### config.mk
export PLATFORM = sky130hd
export DESIGN_NAME = fetch_aligner
export DESIGN_NICKNAME = d
export VERILOG_FILES = /design/src/rtl/fetch_aligner.sv
export SDC_FILE = /design/constraint.sdc
export NUM_CORES = 1
export LEC_CHECK = 0
export BUFFER_PORTS_ARGS = -buffer_cell sky130_fd_sc_hd__clkbuf_2
export CAP_MARGIN = 20
export CORE_MARGIN = 5
export CORE_UTILIZATION = 45
export CTS_BUF_LIST = sky130_fd_sc_hd__clkbuf_8 sky130_fd_sc_hd__clkbuf_16
export CTS_CLUSTER_SIZE = 24
export DETAILED_ROUTE_END_ITERATION = 8
export PLACE_DENSITY = 0.78
export REMOVE_ABC_BUFFERS = 1
export SETUP_SLACK_MARGIN = 0.15
export SLEW_MARGIN = 40
export SYNTH_ARGS = -nofsm -noshare
export SYNTH_HDL_FRONTEND = slang
export SYNTH_SLANG_ARGS = --single-unit
### constraint.sdc
create_clock -name clk -period 5.15 [get_ports clk]
set_input_delay 0 -clock clk [delete_from_list [all_inputs] [get_ports clk]]
set_output_delay 0 -clock clk [all_outputs]
set_load 0.02 [all_outputs]
### src/rtl/fetch_aligner.sv
// Instruction-fetch aligner for RV32IC: fetches aligned words, buffers them
// as halfwords and presents whole 16/32-bit instructions to decode.
module fetch_aligner #(
   parameter logic [31:0] RESET_PC = 32'h0000_0000
) (
   input  logic        clk,
   input  logic        rst,
   output logic        imem_req,
   output logic [31:0] imem_addr,
   input  logic        imem_rvalid,
   input  logic [31:0] imem_rdata,
   input  logic        redirect_valid,
   input  logic [31:0] redirect_pc,
   input  logic        id_stall,
   output logic        id_valid,
   output logic [31:0] id_pc,
   output logic [31:0] id_instr,
   output logic        id_compressed
);

   // Halfword FIFO; entry 0 is always the lowest address (head).
   logic [15:0] hw_buf_r [4];
   logic [2:0]  count_r;
   logic [31:0] head_pc_r;
   logic [31:0] fetch_addr_r;
   logic        skip_low_r;

   logic        head_is16_s;
   logic        have_instr_s;
   logic        consume_s;
   logic        push_s;
   logic [2:0]  pop_cnt_s;
   logic [2:0]  push_cnt_s;
   logic [2:0]  base_s;
   logic [3:0]  occ_s;
   logic [15:0] shifted_s [4];
   logic [15:0] next_buf_s [4];

   // Instruction length decode, consume/push decisions and fetch request.
   always_comb begin
      head_is16_s  = (hw_buf_r[0][1:0] != 2'b11);
      have_instr_s = head_is16_s ? (count_r >= 3'd1) : (count_r >= 3'd2);
      id_valid     = have_instr_s & ~redirect_valid;
      consume_s    = id_valid & ~id_stall;
      if (consume_s) begin
         pop_cnt_s = head_is16_s ? 3'd1 : 3'd2;
      end else begin
         pop_cnt_s = 3'd0;
      end
      push_s = imem_rvalid & ~redirect_valid;
      if (push_s) begin
         push_cnt_s = skip_low_r ? 3'd1 : 3'd2;
      end else begin
         push_cnt_s = 3'd0;
      end
      base_s = count_r - pop_cnt_s;
      occ_s  = {1'b0, count_r} - {1'b0, pop_cnt_s} + {1'b0, push_cnt_s};
      // Occupancy after this cycle <= 2 leaves room for the next full word.
      imem_req = ~rst & (redirect_valid | (occ_s <= 4'd2));
      if (redirect_valid) begin
         imem_addr = redirect_pc & 32'hFFFF_FFFC;
      end else begin
         imem_addr = fetch_addr_r;
      end
   end

   // Next buffer contents: pop from the head first, then append the response.
   always_comb begin
      case (pop_cnt_s)
         3'd1:    shifted_s = '{hw_buf_r[1], hw_buf_r[2], hw_buf_r[3], 16'h0000};
         3'd2:    shifted_s = '{hw_buf_r[2], hw_buf_r[3], 16'h0000, 16'h0000};
         default: shifted_s = hw_buf_r;
      endcase
      for (int i = 0; i < 4; i++) begin
         if (push_s && skip_low_r && (3'(i) == base_s)) begin
            next_buf_s[i] = imem_rdata[31:16];
         end else if (push_s && !skip_low_r && (3'(i) == base_s)) begin
            next_buf_s[i] = imem_rdata[15:0];
         end else if (push_s && !skip_low_r && (3'(i) == base_s + 3'd1)) begin
            next_buf_s[i] = imem_rdata[31:16];
         end else begin
            next_buf_s[i] = shifted_s[i];
         end
      end
   end

   // Decode-facing view taken purely from buffered state.
   always_comb begin
      id_pc         = head_pc_r;
      id_compressed = (count_r != 3'd0) & head_is16_s;
      if (count_r == 3'd0) begin
         id_instr = 32'h0000_0000;
      end else if (head_is16_s) begin
         id_instr = {16'h0000, hw_buf_r[0]};
      end else begin
         id_instr = {hw_buf_r[1], hw_buf_r[0]};
      end
   end

   // Buffer, pc and fetch pointer state; redirect overrides stall and consume.
   always_ff @(posedge clk or posedge rst) begin
      if (rst) begin
         for (int i = 0; i < 4; i++) begin
            hw_buf_r[i] <= 16'h0000;
         end
         count_r      <= 3'd0;
         head_pc_r    <= RESET_PC;
         fetch_addr_r <= RESET_PC & 32'hFFFF_FFFC;
         skip_low_r   <= RESET_PC[1];
      end else if (redirect_valid) begin
         for (int i = 0; i < 4; i++) begin
            hw_buf_r[i] <= 16'h0000;
         end
         count_r      <= 3'd0;
         head_pc_r    <= redirect_pc & 32'hFFFF_FFFE;
         fetch_addr_r <= (redirect_pc & 32'hFFFF_FFFC) + 32'd4;
         skip_low_r   <= redirect_pc[1];
      end else begin
         hw_buf_r  <= next_buf_s;
         count_r   <= occ_s[2:0];
         head_pc_r <= head_pc_r + {28'h000_0000, pop_cnt_s, 1'b0};
         if (imem_req) begin
            fetch_addr_r <= fetch_addr_r + 32'd4;
         end
         if (push_s) begin
            skip_low_r <= 1'b0;
         end
      end
   end

endmodule

==> impl_results.md <==
- Root Driver: clkbuf_16
- Setup Buffers After CTS: 0
- M2 GR Usage: 41.5%
- IO Pins: around 170
- Layout Cells excl Fill: around 1500
- Num rows: 50
- Clock latency on the worst-skew pair: about 0.43 ns
- Final Hold Fails: 0
- Dpl cells: approximately 1300
- Clock power frac: 30.6%
- Starting Density: 46.1%
- Worst-Margin Slew: 0.791 ns
- VDD IR max: ~0.00026 V
- Met1 global-route usage: a little under a third
- Routed wire length: between 20 and 30 mm
- First-pass GRT wire length: 44.8 mm
- Worst-path clk slew: 0.06 ns
- HPWL after DPL: between 15 and 20 mm
- Fmax: 220 MHz
- CTS tree: yes
- Routed WL per cell: 19.1 um
- IO Port Bufs: ~160
- Post-synthesis instance total: about 970
- WP data arrival: a little under 5 ns
- Commonest non-fill, non-tap cells in the layout: clkbuf_2, dfrtp_1, nand2_1, dlygate4sd3_1, inv_1
- Die width: 149 um
- Pint: roughly 2.8 mW
- Number of library cell types mapped by synthesis: 82
- Synth Warn #: 0
- CP Capture Type: register
- Cell area after synthesis: approximately 8700 sq um
- Via count: approximately 8800
- Worst min path class: input port to register
- P_leak: 5.08 nW
- Die ar.: ~22000 sq um
- Slew Limit Headroom: around 47%
- CTS resizes: 0
- Initial antenna violation count: 0
- Mean Syn Cell Area: ~8.9 sq um
- Vias per cell: just over 6
- Worst Skew: roughly 0.011 ns
- Total grt overflow: 0
- Detailed Route Iter0 Violations: 1220
- Setup violators final: 0
- Total CTS buffers: 17
- Met3 Track Usage GR: under 10%
- DRT antenna net count: 0
- Slew Limit Fails: 0
- Seq pwr share: between 30% and 40%
- Max-Cap Viols: 0
- RD Place Congestion: roughly 0.94
- P&R area growth vs syn: 28.5%
- Global route hottest layer: met2
- Tmin final: about 4.5 ns
- Net Sw Frac: between 30% and 40%
- Switching power: ~1.7 mW
- Core area: 18800 sq um
- Largest net degree at the start of global routing: 77
- Drt first pass iters: 9
- WS Path Type: register to register
- Run status: finished, violations left
- Pwr dens: 407 nW/um^2
- Nets: between 1000 and 1500
- Commonest non-fill, non-tap cell in the layout: clkbuf_2
- Failing checks: design-rule violations
- Critical-path maximum fanout: 16
- Fin crit share: roughly nine tenths
- Worst EP required: between 5 and 6 ns
- CTS H-tree lvls: 4
- Setup TNS: 0 ns
- DRC viols: 7
- Yosys reg bits: 129
- RSZ-0062 raised after global routing: no
- Number of global-route vias before repair: around 8700
- Main synth FF type: dfrtp_1
- CP Launch Type: register
- Sequential-to-total area share from yosys stat: 37.2%
- Post-synth EDFFs: 0
- Gr usage total: between 20% and 30%
- Ant. Diodes: 0
- Clock sinks: ~130
- Die Ht: 149 um
- Async SR Flop Fraction: 100%
- Logic pwr share: a little over a third
- Clock Path Buffers: 2
- Layout cells sized above 1: 21.4%
-- routing by layer --
metal | vias up | routed length, um
met5 | - | 0
li1 | 3998 | -
met3 | 78 | 2810
met1 | 4260 | 11000
met2 | 503 | 13200
met4 | 0 | 824
-- critical path, cell delays in order (launching register included) --
cell,delay (ns)
dfrtp_1,0.44
or2_0,0.35
nor2_1,0.11
a2111oi_0,0.29
buf_4,0.19
ha_1,0.13
inv_1,0.04
fa_1,0.59
nor2b_1,0.26
ha_1,0.30
nand4_1,0.12
and4_1,0.70
a222oi_1,0.25
dlygate4sd3_1,0.63
inv_1,0.06
-- sequential cells by signal (all words and copies together), names as in the netlist --
register      count
skip_low_r        1
fetch_addr_r     30
hw_buf_r         64
id_pc            31
count_r           3
-- kinds of logic (layout without fill, tap and decap cells) --
group | Yosys count | after routing | share of synthesized area, %
buffers and inverters | 147 | 373 | 7.05
muxes | 50 | 50 | 5.96
AOI/OAI and AO/OA | 281 | 281 | 23.3
and+or+nand+nor | 306 | 306 | 19.6
xor gates and xnor gates | 44 | 44 | 4.53
other | 1 | 3 | 0.0432
DFF | 129 | 129 | 37.2
adders and majority gates | 14 | 14 | 2.37
-- per-stage QoR --
step           worst slack (ns)  utilization (%)  total power [mW]  hold WS [ns]  cell area, sq um
6_report                  0.602             59.2              4.54        0.0205             11100
5_1_grt                   0.295             59.2              4.79        0.0288             11100
4_1_cts                   0.710             59.1              4.52       0.00321             11100
3_5_place_dp              0.853             51.4              3.06         0.237              9680
3_3_place_gp              0.780             51.3              3.01         0.227              9670
2_1_floorplan             0.275                -              2.53        0.0656              8380
-- Yosys cell counts, types with 7 or more instances --
cell type / count / area share, %
buf_2: 21 / 1.2
xor2_1: 8 / 0.81
and3_1: 10 / 0.72
nor2b_1: 22 / 1.6
nand2b_1: 7 / 0.50
mux2i_1: 37 / 4.3
nand2_1: 86 / 3.7
nand4b_1: 7 / 0.71
ha_1: 10 / 1.4
o21ai_0: 58 / 3.3
clkbuf_1: 36 / 1.6
o21ai_1: 10 / 0.58
dfrtp_1: 129 / 37
a22o_1: 13 / 1.3
mux2_2: 13 / 1.7
nor2_1: 47 / 2.0
and2_1: 23 / 1.7
a21oi_1: 48 / 2.8
xnor2_1: 35 / 3.5
o31ai_1: 52 / 4.5
a311oi_1: 7 / 0.71
inv_1: 79 / 3.4
nand3_1: 22 / 1.3
a222oi_1: 32 / 3.7
nand4_1: 18 / 1.3
nor3_1: 13 / 0.75
o2bb2ai_1: 11 / 1.1
-- power groups by stage --
stage | Sequential, mW | Clock [mW] | Combinational, mW
finish | 1.49 | 1.39 | 1.66
global route | 1.52 | 1.44 | 1.82
CTS | 1.48 | 1.40 | 1.63
detailed placement | 1.50 | 0 | 1.56
global placement | 1.49 | 0 | 1.52
floorplan | 1.46 | 0 | 1.06
-- area by class of cell --
class,count,area (sq um)
multi-input cells,698,4870
well taps,260,325
repair buffers,260,1750
clock inverters,15,240
fillers,1608,7680
inverters,81,309
flip-flops and latches,129,3230
clock buffers,17,425
-- what timing repair did --
item / CTS / global route
hold buffers: 79 / 0
endpoints found under the hold margin: 135 / 0
setup endpoints to repair: 0 / 0
-- worst paths after layout --
check	from	to	slack [ns]	cells past startpoint
setup / recovery	count_r[2]	hw_buf_r[7]	0.60	14
hold / removal	imem_rdata[17]	hw_buf_r[17]	0.02	3
setup reg to reg	count_r[2]	hw_buf_r[7]	0.60	14
hold reg to reg	hw_buf_r[56]	hw_buf_r[56]	0.47	2
max in group asynchronous	rst	hw_buf_r[36]	3.86	4
min in group asynchronous	rst	id_pc[3]	0.23	3
Power figures use the tool's default switching activity.
